### src/rtl/cache_ctrl_assoc_pkg.sv
// Shared types and helpers for the set-associative write-back cache controller.
// The field widths of the default configuration are also derived here.
package cache_ctrl_assoc_pkg;

  typedef enum logic [1:0] {
    IDLE      = 2'd0,
    WRITEBACK = 2'd1,
    FILL      = 2'd2
  } cache_state_e;

  localparam int unsigned DEF_ADDR_W     = 16;
  localparam int unsigned DEF_DATA_W     = 16;
  localparam int unsigned DEF_SETS       = 8;
  localparam int unsigned DEF_LINE_WORDS = 8;
  localparam int unsigned DEF_WAYS       = 2;

  localparam int unsigned DEF_OFFSET_W = $clog2(DEF_LINE_WORDS);
  localparam int unsigned DEF_INDEX_W  = $clog2(DEF_SETS);
  localparam int unsigned DEF_TAG_W    = DEF_ADDR_W - 1 - DEF_OFFSET_W - DEF_INDEX_W;

  typedef struct packed {
    logic [31:0] tag;
    logic [31:0] index;
    logic [31:0] offset;
  } addr_fields_t;

  // Byte address -> word offset, set index and tag; bit 0 is the byte lane.
  function automatic addr_fields_t split_addr(input logic [31:0] addr,
                                              input int unsigned ow,
                                              input int unsigned iw);
    addr_fields_t f;
    f.offset = (addr >> 1) & ((32'd1 << ow) - 32'd1);
    f.index  = (addr >> (1 + ow)) & ((32'd1 << iw) - 32'd1);
    f.tag    = addr >> (1 + ow + iw);
    return f;
  endfunction

endpackage

### src/rtl/cache_ctrl_assoc_way_array.sv
// Storage for one cache way: valid/dirty/tag per set plus the line data.
// Reads are asynchronous; all writes share one set index per cycle.
module cache_way_array
  import cache_ctrl_assoc_pkg::*;
#(
  parameter int unsigned DATA_W     = DEF_DATA_W,
  parameter int unsigned SETS       = DEF_SETS,
  parameter int unsigned LINE_WORDS = DEF_LINE_WORDS,
  parameter int unsigned TAG_W      = DEF_TAG_W,
  localparam int unsigned IW        = $clog2(SETS),
  localparam int unsigned OW        = $clog2(LINE_WORDS)
) (
  input  logic              clk,
  input  logic              rst,
  input  logic [IW-1:0]     rd_idx,
  input  logic [OW-1:0]     rd_off,
  output logic              rd_valid,
  output logic              rd_dirty,
  output logic [TAG_W-1:0]  rd_tag,
  output logic [DATA_W-1:0] rd_data,
  input  logic [IW-1:0]     wr_idx,
  input  logic [OW-1:0]     wr_off,
  input  logic              data_we,
  input  logic [DATA_W-1:0] wr_data,
  input  logic              dirty_we,
  input  logic              dirty_val,
  input  logic              tag_we,
  input  logic [TAG_W-1:0]  tag_val
);

  logic [SETS-1:0]   valid_q, valid_d;
  logic [SETS-1:0]   dirty_q, dirty_d;
  logic [TAG_W-1:0]  tag_q  [SETS];
  logic [TAG_W-1:0]  tag_d  [SETS];
  logic [DATA_W-1:0] data_q [SETS][LINE_WORDS];
  logic [DATA_W-1:0] data_d [SETS][LINE_WORDS];

  assign rd_valid = valid_q[rd_idx];
  assign rd_dirty = dirty_q[rd_idx];
  assign rd_tag   = tag_q[rd_idx];
  assign rd_data  = data_q[rd_idx][rd_off];

  always_comb begin
    valid_d = valid_q;
    dirty_d = dirty_q;
    tag_d   = tag_q;
    data_d  = data_q;
    if (tag_we) begin
      valid_d[wr_idx] = 1'b1;
      tag_d[wr_idx]   = tag_val;
    end
    if (dirty_we) dirty_d[wr_idx] = dirty_val;
    if (data_we)  data_d[wr_idx][wr_off] = wr_data;
  end

  always_ff @(posedge clk or negedge rst) begin
    if (!rst) begin
      valid_q <= '0;
      dirty_q <= '0;
    end else begin
      valid_q <= valid_d;
      dirty_q <= dirty_d;
    end
  end

  // NOTE: tag and data arrays are deliberately not reset; valid=0 already
  // makes their contents meaningless, and resettable RAM-like arrays cost a lot.
  always_ff @(posedge clk) begin
    tag_q  <= tag_d;
    data_q <= data_d;
  end

endmodule

### src/rtl/cache_ctrl_assoc.sv
// 1- or 2-way set-associative write-back, write-allocate cache controller.
// Misses stall the CPU, write back a dirty victim, refill the line, then replay as a hit.
module cache_ctrl_assoc
  import cache_ctrl_assoc_pkg::*;
#(
  parameter int unsigned ADDR_W     = DEF_ADDR_W,
  parameter int unsigned DATA_W     = DEF_DATA_W,
  parameter int unsigned SETS       = DEF_SETS,
  parameter int unsigned LINE_WORDS = DEF_LINE_WORDS,
  parameter int unsigned WAYS       = DEF_WAYS
) (
  input  logic              clk,
  input  logic              rst,
  input  logic              req,
  input  logic              write,
  input  logic [ADDR_W-1:0] address_in,
  input  logic [DATA_W-1:0] data_in,
  output logic [DATA_W-1:0] data_out,
  output logic              stall,
  output logic              mem_req,
  output logic              mem_we,
  output logic [ADDR_W-1:0] mem_addr,
  output logic [DATA_W-1:0] mem_wdata,
  input  logic              mem_ready,
  input  logic [DATA_W-1:0] mem_rdata,
  output logic [15:0]       miss_count
);

  localparam int unsigned OW = $clog2(LINE_WORDS);
  localparam int unsigned IW = $clog2(SETS);
  localparam int unsigned TW = ADDR_W - 1 - OW - IW;

  cache_state_e      state_q, state_d;
  logic [OW-1:0]     beat_q, beat_d;
  logic [IW-1:0]     idx_q, idx_d;
  logic [TW-1:0]     tag_q, tag_d;
  logic              victim_q, victim_d;
  logic [15:0]       miss_q, miss_d;
  logic [SETS-1:0]   lru_q, lru_d;

  addr_fields_t      fields;
  logic [TW-1:0]     req_tag;
  logic [IW-1:0]     req_idx;
  logic [OW-1:0]     req_off;

  always_comb begin
    fields  = split_addr(32'(address_in), OW, IW);
    req_tag = TW'(fields.tag);
    req_idx = IW'(fields.index);
    req_off = OW'(fields.offset);
  end

  logic [1:0]        way_valid, way_dirty, hit_vec;
  logic [TW-1:0]     way_tag  [2];
  logic [DATA_W-1:0] way_data [2];
  logic [1:0]        data_we, dirty_we, tag_we;
  logic              dirty_val;
  logic [IW-1:0]     rd_idx, wr_idx;
  logic [OW-1:0]     rd_off, wr_off;
  logic [DATA_W-1:0] wr_data;

  // While a miss is in flight every lookup targets the latched set and the current beat.
  assign rd_idx = (state_q == IDLE) ? req_idx : idx_q;
  assign rd_off = (state_q == IDLE) ? req_off : beat_q;

  for (genvar w = 0; w < 2; w++) begin : g_way
    if (w < WAYS) begin : g_inst
      cache_way_array #(
        .DATA_W     (DATA_W),
        .SETS       (SETS),
        .LINE_WORDS (LINE_WORDS),
        .TAG_W      (TW)
      ) u_way (
        .clk       (clk),
        .rst       (rst),
        .rd_idx    (rd_idx),
        .rd_off    (rd_off),
        .rd_valid  (way_valid[w]),
        .rd_dirty  (way_dirty[w]),
        .rd_tag    (way_tag[w]),
        .rd_data   (way_data[w]),
        .wr_idx    (wr_idx),
        .wr_off    (wr_off),
        .data_we   (data_we[w]),
        .wr_data   (wr_data),
        .dirty_we  (dirty_we[w]),
        .dirty_val (dirty_val),
        .tag_we    (tag_we[w]),
        .tag_val   (tag_q)
      );
    end else begin : g_tie
      assign way_valid[w] = 1'b0;
      assign way_dirty[w] = 1'b0;
      assign way_tag[w]   = '0;
      assign way_data[w]  = '0;
    end
  end

  logic hit, hit_way, vic, last_beat;

  always_comb begin
    for (int w = 0; w < 2; w++) hit_vec[w] = way_valid[w] && (way_tag[w] == req_tag);
    hit     = req && (hit_vec != 2'b00);
    hit_way = hit_vec[1];
    // Invalid way first (way 0 preferred), otherwise the least recently used way.
    vic       = (WAYS == 2) && way_valid[0] && (!way_valid[1] || lru_q[req_idx]);
    last_beat = (beat_q == OW'(LINE_WORDS - 1));
  end

  // NOTE: every output and next-state variable gets a default first so that
  // no path through the case statement can leave one unassigned (no latches).
  always_comb begin
    state_d   = state_q;
    beat_d    = beat_q;
    idx_d     = idx_q;
    tag_d     = tag_q;
    victim_d  = victim_q;
    miss_d    = miss_q;
    lru_d     = lru_q;
    stall     = 1'b0;
    mem_req   = 1'b0;
    mem_we    = 1'b0;
    mem_addr  = '0;
    mem_wdata = '0;
    data_out  = '0;
    data_we   = '0;
    dirty_we  = '0;
    tag_we    = '0;
    dirty_val = 1'b0;
    wr_idx    = idx_q;
    wr_off    = beat_q;
    wr_data   = mem_rdata;

    unique case (state_q)
      IDLE: begin
        if (hit) begin
          data_out              = way_data[hit_way];
          lru_d[req_idx]        = ~hit_way;
          if (write) begin
            data_we[hit_way]  = 1'b1;
            dirty_we[hit_way] = 1'b1;
            dirty_val         = 1'b1;
            wr_idx            = req_idx;
            wr_off            = req_off;
            wr_data           = data_in;
          end
        end else if (req) begin
          stall    = 1'b1;
          idx_d    = req_idx;
          tag_d    = req_tag;
          victim_d = vic;
          if (miss_q != 16'hFFFF) miss_d = miss_q + 16'd1;
          state_d  = (way_valid[vic] && way_dirty[vic]) ? WRITEBACK : FILL;
        end
      end

      WRITEBACK: begin
        stall     = 1'b1;
        mem_req   = 1'b1;
        mem_we    = 1'b1;
        mem_addr  = {way_tag[victim_q], idx_q, beat_q, 1'b0};
        mem_wdata = way_data[victim_q];
        if (mem_ready) begin
          beat_d = beat_q + 1'b1;
          if (last_beat) begin
            dirty_we[victim_q] = 1'b1;
            state_d            = FILL;
          end
        end
      end

      FILL: begin
        stall    = 1'b1;
        mem_req  = 1'b1;
        mem_addr = {tag_q, idx_q, beat_q, 1'b0};
        if (mem_ready) begin
          data_we[victim_q] = 1'b1;
          beat_d            = beat_q + 1'b1;
          if (last_beat) begin
            tag_we[victim_q]   = 1'b1;
            dirty_we[victim_q] = 1'b1;
            state_d            = IDLE;
          end
        end
      end

      default: state_d = IDLE;
    endcase
  end

  // NOTE: sequential state uses non-blocking assignments so every flop samples
  // the values from before the edge, independent of statement order.
  always_ff @(posedge clk or negedge rst) begin
    if (!rst) begin
      state_q  <= IDLE;
      beat_q   <= '0;
      idx_q    <= '0;
      tag_q    <= '0;
      victim_q <= 1'b0;
      miss_q   <= '0;
      lru_q    <= '0;
    end else begin
      state_q  <= state_d;
      beat_q   <= beat_d;
      idx_q    <= idx_d;
      tag_q    <= tag_d;
      victim_q <= victim_d;
      miss_q   <= miss_d;
      lru_q    <= lru_d;
    end
  end

  assign miss_count = miss_q;

endmodule

### config.mk
export PLATFORM = sky130hd
export DESIGN_NAME = cache_ctrl_assoc
export DESIGN_NICKNAME = d
export VERILOG_FILES = /design/src/rtl/cache_ctrl_assoc_pkg.sv /design/src/rtl/cache_ctrl_assoc_way_array.sv /design/src/rtl/cache_ctrl_assoc.sv
export SDC_FILE = /design/constraint.sdc
export NUM_CORES = 2
export LEC_CHECK = 0
export CAP_MARGIN = 20
export CELL_PAD_IN_SITES_DETAIL_PLACEMENT = 1
export CELL_PAD_IN_SITES_GLOBAL_PLACEMENT = 1
export CORE_MARGIN = 2
export CORE_UTILIZATION = 30
export CTS_BUF_LIST = sky130_fd_sc_hd__clkbuf_8
export CTS_CLUSTER_DIAMETER = 200
export CTS_CLUSTER_SIZE = 8
export DETAILED_ROUTE_END_ITERATION = 10
export PLACE_DENSITY = 0.62
export SLEW_MARGIN = 20
export SYNTH_ARGS = -nofsm -noshare
export SYNTH_HDL_FRONTEND = slang
export SYNTH_SLANG_ARGS = --single-unit
### constraint.sdc
create_clock -name clk -period 7 [get_ports clk]
set_clock_uncertainty 0.2 [all_clocks]
set_input_delay 1.4 -clock clk [delete_from_list [all_inputs] [get_ports clk]]
set_output_delay 1.4 -clock clk [all_outputs]
set_load 0.02 [all_outputs]
==> flow_metrics.py <==
metrics = {
    "layout": {
        "final_cell_mix": "nand2_1 (2,248), edfxtp_1 (2,192), nand3_1 (1,151)",
        "fin_nets": 8444,
        "final_cells": 12600,
        "fillers": 33600,
        "drive_gt1_share_pct": 16.4,
        "area_growth_pct": 18.7,
        "final_common_cell": "nand2_1",
    },
    "route": {
        "wl_per_cell_um": 25.9,
        "drt_iter0_drc": 6033,
        "dr_wl_met2_mm": 155,
        "ant_nets": 0,
        "wl_met3_mm": 19.8,
        "wl_mm": 326,
        "vias_per_cell": 5.32,
        "wl_met1_mm": 140,
        "drcViolationCount": 0,
        "highest-signal-layer": "met4",
        "drtPass1Iterations": 5,
        "vias": 67000,
    },
    "setup_path": {
        "cp-start-kind": "primary input",
        "crit_slowest_cell": "clkdlybuf4s50_1",
        "crit_required_ps": 5400,
        "path_buf_inv": 9,
        "crit_family": "buffers and inverters",
        "crit_type": "primary input to primary output",
        "critPathArrivalTime_ps": 5370,
        "cp_common_cell": "buf_4",
        "end_kind": "primary output",
        "crit_chain": "clkdlybuf4s50_1, buf_4, mux2i_4, buf_4, bufbuf_16, buf_12, nand2_1, and3_1, a311oi_1, nor3_1, a311oi_1, buf_4, a311oi_1, buf_4, a21o_1, buf_12, nor2_1, o21a_1, clkdlybuf4s15_1",
        "slowest_delay_ps": 400,
        "worstPathMaxFanout": 11,
        "reg2reg_slack_ps": 980,
    },
    "sta": {
        "drv_slew": 0,
        "relSlewSlack_pct": 25.7,
        "finalSetupTns_ps": 0,
        "finalHoldViolCount": 0,
        "period_share_pct": 99.5,
        "min_period_ps": 6970,
        "max_freq_mhz": 144,
        "setup_viol": 0,
        "tightest_slew_ps": 1110,
        "holdWs_ps": 268,
    },
    "clock_network": {
        "numCtsBuffers": 325,
        "insertion_delay_ps": 1040,
        "cts_tree": "yes",
        "clock_path_buffers": 4,
        "clk_pin_slew_worst_paths_ps": 60,
        "cts_max_level": 5,
        "cts_root_buf": "clkbuf_8",
        "cts.sinks": 2266,
    },
    "yosys": {
        "syn_inst": 7686,
        "syn_nets": 7746,
        "synthArstFlopShare_pct": 3.27,
        "yosysWarnings": 0,
        "ys_ff_latch": 2266,
        "netlist_area_um2": 94000,
        "syn_avg_cell_area_um2": 12.2,
        "synth_enable_flop_cells": 2192,
        "synth_ff_type": "edfxtp_1",
        "ys_seq_area_share_pct": 72.0,
        "ys_types": 81,
    },
    "floorplan": {
        "dieArea_um2": 318000,
        "initial_utilization_pct": 30.1,
        "ioPinCount": 120,
        "die_w_um": 564,
        "chipHeight_um": 564,
        "core_area_um2": 312000,
        "rows": 205,
    },
    "grt": {
        "grt_first_pass_wirelength_mm": 475,
        "grt_remaining_overflow": 0,
        "grt_max_degree": 129,
        "grt_usage_pct": 20.1,
        "grt_pass1_vias": 69400,
        "antenna_found_initial": 13,
    },
    "outcome": {
        "outcome": "finished, final reports clean",
    },
    "worst_hold_path": {
        "hold_path_class": "flip-flop to flip-flop",
    },
    "power": {
        "powerDensity_nw_per_um2": 417,
        "leakage_nw": 39.1,
        "power.total_mw": 46.6,
        "ir_drop_mv": 0.247,
    },
    "placement": {
        "dpl.hpwl_mm": 210,
        "port_buffers": 117,
        "gp_congestion": 0.848,
        "dp_cells": 12200,
    },
    "flow_run": {
        "cap_violations": 0,
    },
}
[synthesized netlist by cell type (16+ instances only)]
master	n	area share, %
inv_1	24	0.096
a31oi_1	54	0.36
xor2_1	16	0.15
o21a_1	35	0.28
edfxtp_1	2192	70
and3_1	182	1.2
a211oi_1	16	0.13
nor2b_1	60	0.40
mux2_2	18	0.22
nand3_1	1152	6.1
o22ai_1	79	0.53
clkbuf_1	355	1.4
o31ai_1	17	0.14
a311oi_1	252	2.3
buf_1	87	0.35
and2_1	21	0.14
nand2_1	2265	9.0
mux2i_1	20	0.21
nor2_1	197	0.79
a221oi_1	22	0.20
a21o_1	23	0.18
o21ai_0	59	0.31
or2_2	17	0.11
buf_2	89	0.47
nor3_1	77	0.41
dfrtp_1	74	2.0
o211ai_1	19	0.15
a21oi_1	69	0.37
[kinds of logic after synthesis]
group	share of synthesized area [%]
simple gates	18.7
flops	72.0
compound gates	5.79
buf+inv	2.51
mux	0.634
xor+xnor	0.306
fa+ha+maj	0.0932
other cells	0.00399
[report_power, final]
group          internal (mW)  switching, mW
Combinational           7.66           14.0
Sequential              15.2          0.347
Clock                   4.32           4.97
[through the flow]
step | utilization (%) | worst slack (ps) | cell area [um2]
detailed placement | 34.0 | -265 | 106000
CTS | 35.7 | 3.82 | 111000
global placement | 34.0 | -319 | 106000
floorplan | - | 672 | 94000
global route | 35.8 | -26.5 | 112000
finish | 35.8 | 34.1 | 112000
[final cells by class]
| type | count | area, um2 | share of cell area (%) |
|---|---|---|---|
| diodes | 8 | 20.0 | 0.0179 |
| clock buffers | 332 | 4570 | 4.09 |
| clock inverters | 69 | 374 | 0.335 |
| inverters | 25 | 93.8 | 0.0841 |
| multi-input cells | 4850 | 24900 | 22.3 |
| flip-flops and latches | 2266 | 67700 | 60.7 |
| well taps | 4140 | 5180 | 4.64 |
| repair buffers | 916 | 8780 | 7.86 |
[state kept, by name, indices dropped and copies added (netlist names), 8 cells and up]
name / flops
g_way.g_inst.u_way.data_q: 2048
g_way.g_inst.u_way.dirty_q: 16
g_way.g_inst.u_way.tag_q: 144
miss_count: 16
g_way.g_inst.u_way.valid_q: 16
tag_q: 9
lru_q: 8
[layer usage]
layer / GRT usage, % / up-vias
li1: - / 29400
met1: 27.0 / 35000
met2: 33.1 / 2090
met3: 2.74 / 534
met4: 7.12 / 0
met5: 0 / -
[path summary, 6_finish.rpt]
path,start,end,cells after the start
max in group asynchronous,rst,idx_q[1],3
min reg2reg,g_way[0].g_inst.u_way.valid_q[0],g_way[0].g_inst.u_way.valid_q[0],1
min,g_way[0].g_inst.u_way.valid_q[0],g_way[0].g_inst.u_way.valid_q[0],1
max,address_in[5],mem_wdata[15],19
min in group asynchronous,rst,miss_count[6],2
max reg2reg,state_q[0],g_way[1].g_inst.u_way.data_q[447],20
[repair_timing]
action,4_1_cts,5_1_grt
gates cloned,4,1
resized for setup,60,60
endpoints found under the hold margin,9,0
setup buffers,11,7
endpoints found under the setup margin,33,32
hold buffers,1,0
pin swaps,3,5
(Power assumes the default switching activity.)
